<file path="config.mk">
export PLATFORM = sky130hd
export DESIGN_NAME = prg_loader
export DESIGN_NICKNAME = d
export VERILOG_FILES = /design/src/rtl/prg_loader.sv
export SDC_FILE = /design/constraint.sdc
export NUM_CORES = 1
export LEC_CHECK = 0
export BUFFER_PORTS_ARGS = -buffer_cell sky130_fd_sc_hd__buf_4
export CORE_MARGIN = 1
export CORE_UTILIZATION = 30
export DETAILED_ROUTE_END_ITERATION = 6
export SLEW_MARGIN = 25
export SYNTH_ARGS = -nofsm -noshare
export SYNTH_HDL_FRONTEND = slang
export SYNTH_SLANG_ARGS = --single-unit
</file>
<file path="constraint.sdc">
create_clock -name clk -period 4.7 [get_ports clk]
set_input_delay 0.235 -clock clk [delete_from_list [all_inputs] [get_ports clk]]
set_output_delay 0.235 -clock clk [all_outputs]
set_load 0.01 [all_outputs]
</file>
<file path="src/rtl/prg_loader.sv">
`default_nettype none
// +--------------------------------------------------------------------------+
// | prg_loader: turns a PRG file download into a stream of CPU RAM writes.   |
// | Revision: 1.0                                                            |
// +--------------------------------------------------------------------------+
module prg_loader #(
  parameter logic [4:0] PRG_INDEX  = 5'd1,
  parameter int         FIFO_DEPTH = 4
) (
  input  logic        clk,
  input  logic        reset_n,
  input  logic        dl_active,
  input  logic        dl_wr,
  input  logic [24:0] dl_addr,
  input  logic [7:0]  dl_data,
  input  logic [4:0]  dl_index,
  output logic        ram_req,
  input  logic        ram_ack,
  output logic [15:0] ram_addr,
  output logic [7:0]  ram_data,
  output logic [15:0] load_addr,
  output logic [15:0] end_addr,
  output logic        done,
  output logic        error
);

  localparam int             AW       = (FIFO_DEPTH > 1) ? $clog2(FIFO_DEPTH) : 1;
  localparam logic [AW:0]    FULL_CNT = (AW+1)'(FIFO_DEPTH);

  typedef enum logic [2:0] {
    IDLE  = 3'd0,
    HDR   = 3'd1,
    DATA  = 3'd2,
    FLUSH = 3'd3,
    FIN   = 3'd4
  } state_t;

  state_t        state_q;
  logic          act_q;
  logic [15:0]   load_addr_q;
  logic [15:0]   end_addr_q;
  logic          done_q;
  logic          error_q;

  logic [15:0]   mem_addr_q [FIFO_DEPTH];
  logic [7:0]    mem_data_q [FIFO_DEPTH];
  logic [AW-1:0] wr_ptr_q;
  logic [AW-1:0] rd_ptr_q;
  logic [AW:0]   count_q;
  logic [AW:0]   count_d;

  logic          w_empty;
  logic          w_full;
  logic          w_pop;
  logic          w_push_req;
  logic          w_in_range;
  logic          w_push;
  logic          w_drop;
  logic [24:0]   w_offset;
  logic [24:0]   w_room;
  logic [15:0]   w_wr_addr;
  logic [15:0]   w_head_addr;

  assign w_empty     = (count_q == '0);
  assign w_full      = (count_q == FULL_CNT);
  assign w_pop       = !w_empty && ram_ack;
  assign w_head_addr = mem_addr_q[rd_ptr_q];

  // An offset below 2 underflows to a huge value and is rejected as out of range.
  assign w_offset    = dl_addr - 25'd2;
  assign w_room      = {9'd0, 16'hFFFF - load_addr_q};
  assign w_in_range  = (w_offset <= w_room);
  assign w_wr_addr   = load_addr_q + w_offset[15:0];

  assign w_push_req  = (state_q == DATA) && dl_wr;
  assign w_push      = w_push_req && w_in_range && (!w_full || w_pop);
  assign w_drop      = w_push_req && !w_push;

  always_comb begin
    count_d = count_q;
    if (w_push && !w_pop) begin
      count_d = count_q + (AW+1)'(1);
    end else if (!w_push && w_pop) begin
      count_d = count_q - (AW+1)'(1);
    end
  end

  always_ff @(posedge clk) begin
    if (w_push) begin
      mem_addr_q[wr_ptr_q] <= w_wr_addr;
      mem_data_q[wr_ptr_q] <= dl_data;
    end
  end

  always_ff @(posedge clk) begin
    if (!reset_n) begin
      state_q     <= IDLE;
      act_q       <= 1'b0;
      wr_ptr_q    <= '0;
      rd_ptr_q    <= '0;
      count_q     <= '0;
      load_addr_q <= 16'h0000;
      end_addr_q  <= 16'h0000;
      done_q      <= 1'b0;
      error_q     <= 1'b0;
    end else begin
      act_q   <= dl_active;
      done_q  <= 1'b0;
      count_q <= count_d;
      if (w_push) begin
        wr_ptr_q <= wr_ptr_q + AW'(1);
      end
      if (w_pop) begin
        rd_ptr_q   <= rd_ptr_q + AW'(1);
        end_addr_q <= w_head_addr + 16'd1;
      end
      if (w_drop) begin
        error_q <= 1'b1;
      end

      case (state_q)
        IDLE: begin
          if (dl_active && !act_q && (dl_index == PRG_INDEX)) begin
            state_q     <= HDR;
            error_q     <= 1'b0;
            load_addr_q <= 16'h0000;
            end_addr_q  <= 16'h0000;
          end
        end
        HDR: begin
          if (!dl_active) begin
            error_q <= 1'b1;
            done_q  <= 1'b1;
            state_q <= FIN;
          end else if (dl_wr) begin
            if (dl_addr == 25'd0) begin
              load_addr_q[7:0] <= dl_data;
            end else if (dl_addr == 25'd1) begin
              load_addr_q[15:8] <= dl_data;
              state_q           <= DATA;
            end
          end
        end
        DATA: begin
          if (!dl_active) begin
            state_q <= FLUSH;
          end
        end
        FLUSH: begin
          // done is raised together with entry into FIN so it lasts exactly that cycle.
          if (w_empty) begin
            done_q  <= 1'b1;
            state_q <= FIN;
          end
        end
        FIN: begin
          state_q <= IDLE;
        end
        default: begin
          state_q <= IDLE;
        end
      endcase
    end
  end

  assign ram_req   = !w_empty;
  assign ram_addr  = w_empty ? 16'h0000 : w_head_addr;
  assign ram_data  = w_empty ? 8'h00 : mem_data_q[rd_ptr_q];
  assign load_addr = load_addr_q;
  assign end_addr  = end_addr_q;
  assign done      = done_q;
  assign error     = error_q;

endmodule
`default_nettype wire

</file>
==> results of run 1 <==
==> logic make-up (layout without fill, tap and decap cells) <==
group,after synthesis,in the layout
adder cells (fa/ha/maj),26,26
AND/OR/NAND/NOR,198,198
multiplexers,43,43
flip-flops,143,143
AO/OA/AOI/OAI,90,90
XOR/XNOR,40,40
buffers and inverters,41,172
==> registers in the layout, indices dropped and copies added (netlist names), named ones only <==
signal / count
mem_addr_q: 64
state_q: 3
count_q: 3
wr_ptr_q: 2
end_addr: 16
mem_data_q: 32
done: 1
error: 1
rd_ptr_q: 2
act_q: 1
load_addr: 16
==> area by class of cell <==
| class | count | area share (%) |
|---|---|---|
| Clock buffer | 22 | 5.792 |
| Tap cell | 319 | 4.463 |
| Clock inverter | 10 | 0.9793 |
| Multi-Input combinational cell | 397 | 35.10 |
| Timing Repair Buffer | 120 | 10.07 |
| Inverter | 20 | 0.8394 |
| Sequential cell | 143 | 42.75 |
==> synthesized netlist by cell type (8+ instances only) <==
master | number | area (sq um)
a211oi_1 | 18 | 135.1
a21oi_1 | 18 | 90.09
and2_1 | 37 | 231.5
clkbuf_1 | 12 | 45.04
dfxtp_1 | 47 | 940.9
edfxtp_1 | 96 | 2883
ha_1 | 24 | 300.3
inv_1 | 20 | 75.07
mux2i_1 | 18 | 180.2
mux4_2 | 24 | 540.5
nand2_1 | 49 | 183.9
nand3_1 | 9 | 45.04
nand4_1 | 8 | 50.05
nor2_1 | 43 | 161.4
nor3_1 | 9 | 45.04
nor4_1 | 11 | 68.82
o21ai_0 | 10 | 50.05
xnor2_1 | 18 | 157.7
xor2_1 | 22 | 192.7
==> worst reg2reg max path: stages, from the launching register on <==
cell,delay (ns)
dfxtp_1,0.38
ha_1,0.43
nand4_1,0.22
nor4_1,0.42
o2bb2ai_1,0.20
o211ai_1,0.21
nor3_4,0.17
ha_1,0.20
inv_1,0.06
fa_1,0.37
xor2_1,0.18
or3_1,0.31
a21oi_1,0.14
==> power by group <==
| part | leakage (uW) | total [uW] | internal, uW | switching (uW) |
|---|---|---|---|---|
| Clock | 0.000300 | 1360 | 799 | 560 |
| Combinational | 0.00188 | 1300 | 623 | 681 |
| Sequential | 0.00124 | 1550 | 1440 | 102 |
==> per-layer routing <==
layer	global-route usage [%]	vias to the layer above	wire, um	share of wire [%]
met3	2.935	22	986	5.5
met1	20.88	2398	8304	46
li1	-	2424	-	-
met5	0	-	0	0
met4	6.396	0	403	2.2
met2	24.43	140	8363	46
==> worst paths after layout <==
path                      end  slack [ns]  cells after the start
max                count_q[2]        0.72                     16
min          mem_data_q[2][2]        0.03                      1
max reg2reg        count_q[2]        1.34                     12
min reg2reg       end_addr[7]        0.50                      2
==> per-stage QoR <==
stage	hold WS [ns]	util, %	instance area, sq um	worst slack (ns)	cells
after floorplan	0.3339	-	7159	0.5985	581
after global placement	0.4573	35.49	8330	0.3501	998
after detailed placement	0.4567	35.52	8338	0.3117	999
after CTS	0.02044	38.10	8944	0.7337	1031
after global routing	0.01945	38.10	8944	0.3899	1031
final	0.02750	38.10	8944	0.7167	1031
==> results.cfg, run 1 <==
[outcome]
status = finished clean

[worst_hold_path]
hold_class = input pin to flop
worstHoldStart = dl_data[2]

[sta]
setup_tns_ns = 0
timing_worst_slew_pin_value_ns = 0.7939
period_minus_slack_ns = 3.983
slew_violations = 0
setup_viol = 0
fmax_mhz = 251.1
final_hold_viol_count = 0
rsz0062_at_grt = false
slew_headroom_pct = 47.00
period_share_pct = 84.75
finClkSkew_ns = 0.02050

[clocking]
cts_root_buf = clkbuf_16
clock_path_buffers = 2
clock_sinks = 143
cts_resized = 0
h-tree-depth = 4
hold_buffers = 0
clk_pin_slew_ns = 0.06
clk_latency_ns = 0.42
cts-buffers-inserted = 17
cts_setup_buffers = 0
cts_tree = done

[logic_synthesis]
synth_fp_nets = 650
syn-cell-area_sq_um = 7159
synth_flop_cell = edfxtp_1
syn_inst = 581
yosys.area_share.simple_pct = 14.89
synth_top_family_by_area = simple AND/OR/NAND/NOR gates
synth_compound_area_share_pct = 9.088
yosys.area_share.xor_xnor_pct = 4.893
synth_seq_area_share_pct = 53.41
ys_ff_latch = 143
yosys_warnings = 0
synth.avg_cell_area_sq_um = 12.32
async_flop_share_pct = 0
synth_edf_count = 96
muxShareOfSynthArea_pct = 10.22
ys_types = 66
synth_adder_area_share_pct = 4.754

[critical_path]
cp.required_ns = 5.04
critPathSlowestCell = or4_2
reg2reg_from = load_addr[6]
worstPathCellList = buf_4 -> or4_2 -> nor4_1 -> xor2_1 -> ha_1 -> nand4_1 -> nor4_1 -> o2bb2ai_1 -> o211ai_1 -> nor3_4 -> ha_1 -> inv_1 -> fa_1 -> xor2_1 -> or3_1 -> a21oi_1
cp-startpoint = dl_addr[3]
cp.buffers_inverters = 2
critPathTopFamily = simple AND/OR/NAND/NOR gates
crit_fanout = 7
worstSetupPathType = input pin to flop
crit_arrival_ns = 4.32
cp-end-kind = flop
cp-start-kind = input pin
slowest_delay_ns = 0.79

[cells_and_area]
syn_to_final_growth_pct = 24.92
multiInputGateArea_sq_um = 3139
nFillCells = 2302
layout_commonest_cell = buf_4
final-seq-area_sq_um = 3824
antenna_cells = 0
final_cell_mix = 120 x buf_4, 96 x edfxtp_1, 49 x nand2_1
finalNetCount = 768
drive_above_1_share_pct = 26.97

[power]
power_uw = 4209
cellPowerDensity_nw_per_um2 = 470.6
leakage_uw = 0.003424
worst_ir_drop_vdd_mv = 0.2615

[die]
ioPinCount = 102
die_w_um = 156.5
die_y_um = 156.5
num_rows = 56
start_util_pct = 30.50
dieArea_sq_um = 24490
core-area_sq_um = 23470

[placed_design]
gp_congestion = 0.8833
post-dp-hpwl_um = 13420
io_buffers = 101

[grt]
grt_antenna_before_repair = 0
grt_pass1_vias = 4999
grtUsageTotal_pct = 15.51
grt_max_degree = 35
grt_overflow = 0
grt_pass1_wl_um = 28300

[drt]
via_per_inst = 4.834
drt-initial-drc-count = 319
drt.antenna.violating_nets = 0
vias = 4984
postRouteWirelength_um = 18060
drc = 0
wire_per_inst_um = 17.51
first_pass_iters = 4

[job]
max-cap-violations = 0
Note: power is estimated with default switching activity, not from simulation.
==> run 2: changes to the inputs <==
==> constraint.sdc (replaced) <==
create_clock -name clk -period 3.87 [get_ports clk]
set_input_delay 0.1935 -clock clk [delete_from_list [all_inputs] [get_ports clk]]
set_output_delay 0.1935 -clock clk [all_outputs]
set_load 0.01 [all_outputs]
==> run 2 against run 1 <==
  * Final area is 6.4% higher
  * Die area unchanged
  * Sequential cell count is the same
  * Register-to-register slack got worse by 0.85 ns
  * Combinational power increased by 22%
  * Worst setup slack got worse by 0.55 ns
  * Worst hold slack better by 0.094 ns
  * Critical path depth up 2
  * Sequential share of layout area fell by 2.6 points
==> results.cfg, run 2 (synthesis results as in run 1) <==
[grt]
grtUsageTotal_pct = 14.88
grt_pass1_wl_um = 27500
grt_antenna_before_repair = 0
met2_usage_pct = 24.49
met3_usage_pct = 2.880
grt_pass1_vias = 5156
gr-max-usage-layer = met2
grt_overflow = 0
grt_max_degree = 35
grt.met1_usage_pct = 19.52

[placed_design]
dpl_cell_area_sq_um = 8767
post-dp-hpwl_um = 13050
io_buffers = 101
gp_congestion = 0.8332

[cells_and_area]
layout_commonest_cell = buf_4
largest-register = mem_addr_q
drive_above_1_share_pct = 32.86
syn_to_final_growth_pct = 32.96
final_cell_mix = 169 x buf_4, 96 x edfxtp_1, 49 x nand2_1
finalNetCount = 829
largest_reg_flops = 64
antenna_cells = 0
final_area_sq_um = 9519
top_regs = mem_addr_q: 64 flops, mem_data_q: 32 flops

[sta]
setup_tns_ns = 0
period_minus_slack_ns = 3.700
finClkSkew_ns = 0.01157
timing_worst_slew_pin_value_ns = 0.8870
slew_headroom_pct = 40.65
fmax_mhz = 270.3
setup_viol = 0
final_hold_viol_count = 0
period_share_pct = 95.61
slew_violations = 0

[power]
leakage_uw = 0.003734
power_uw = 5116
worst_ir_drop_vdd_mv = 0.3024
cellPowerDensity_nw_per_um2 = 537.4

[drt]
drt.antenna.violating_nets = 0
postRouteWirelength_um = 17520
first_pass_iters = 4
drt-initial-drc-count = 251
drc = 0
via_per_inst = 4.736
vias = 5172
wire_per_inst_um = 16.04

[clocking]
clk_latency_ns = 0.42
cts-buffers-inserted = 17
clk_pin_slew_ns = 0.07
h-tree-depth = 4
clock_path_buffers = 2
cts_tree = done
clock_sinks = 143
cts_root_buf = clkbuf_16

[critical_path]
reg2regPathDepth = 14
cp-end-kind = flop
worstSetupPathType = input pin to flop
worstReg2RegEnd = count_q[2]
crit_fanout = 4
critPathSlowestCell = or4_2
crit_end = count_q[2]
reg2reg_from = load_addr[0]
cp.required_ns = 4.22
crit_arrival_ns = 4.05
crit_top_cell = buf_4
cp-startpoint = dl_addr[3]
worstPathCellList = buf_4 -> or4_2 -> buf_4 -> nor3_2 -> xor2_1 -> ha_1 -> nand4_1 -> nor4_4 -> buf_4 -> a211oi_1 -> o21a_1 -> nor3_4 -> ha_1 -> inv_1 -> fa_1 -> xor2_1 -> or3_1 -> a21oi_1
r2r_slack_ns = 0.49
cp-start-kind = input pin
slowest_delay_ns = 0.71

[die]
ioPinCount = 102
die_y_um = 156.5
dieArea_sq_um = 24490
num_rows = 56
core-area_sq_um = 23470
start_util_pct = 30.50
die_w_um = 156.5

[job]
max-cap-violations = 0

[outcome]
status = finished clean

[worst_hold_path]
hold_class = input pin to flop
[run 2: cell types whose count changed in the layout (fill, tap and decap cells not counted), sizes merged]
cell and change:
inv +5, dlygate4sd3 +8, clkbuf -5, bufinv +2, clkinvlp +1, buf +53
clkinv -3
[run 2: layout make-up]
cell class	instances	area (sq um)
clock buffer	17	425.4
clock inverter	15	172.7
fill	2222	13950
inverter	20	75.07
multi-input combinational	397	3194
sequential	143	3824
tap	319	399.1
timing repair buffer	181	1429
[run 2: worst max-delay path: cells and delay by family]
family	cells	cell delay (ns)
fa+ha+maj	3	0.89
xor+xnor	2	0.26
simple gates	6	1.84
compound gates	3	0.35
buf+inv	4	0.51
[run 2: worst min path at each step]
| stage | depth (start not counted) | start | end |
|---|---|---|---|
| 6_report | 3 | dl_active | act_q |
| 4_1_cts | 3 | dl_active | act_q |
| 3_5_place_dp | 1 | dl_data[7] | mem_data_q[2][7] |
| 5_1_grt | 3 | dl_active | act_q |
| 3_3_place_gp | 1 | dl_data[2] | mem_data_q[3][2] |
| 2_1_floorplan | 0 | dl_data[0] | mem_data_q[0][0] |
[run 2: metal layers]
layer	share of wire, %	vias to the layer above
li1	-	2546
met1	48	2493
met2	47	115
met3	3.7	18
met4	1.5	0
met5	0	-
[run 2: repair_timing]
action	4_1_cts	5_1_grt
hold buffers	8	0
endpoints found under the hold margin	32	0
setup endpoints to repair	0	1
gates resized for setup	0	8
setup buffers	0	4
[run 2: per-stage QoR]
step	util (%)	instances	hold slack (ns)	setup slack, ns
global placement	37.35	1048	0.4093	-0.1854
CTS	40.24	1088	0.1097	0.1780
finish	40.55	1092	0.1216	0.1700
detailed placement	37.35	1048	0.4125	-0.2482
global route	40.55	1092	0.1286	-0.03632
floorplan	-	581	0.2924	-0.1162
[run 2: power breakdown]
part	switching [uW]	internal [uW]	leakage (uW)	total, uW
Clock	681	974	0.000296	1660
Sequential	119	1750	0.00124	1870
Combinational	801	785	0.00219	1590
Total	1600	3510	0.00373	5120
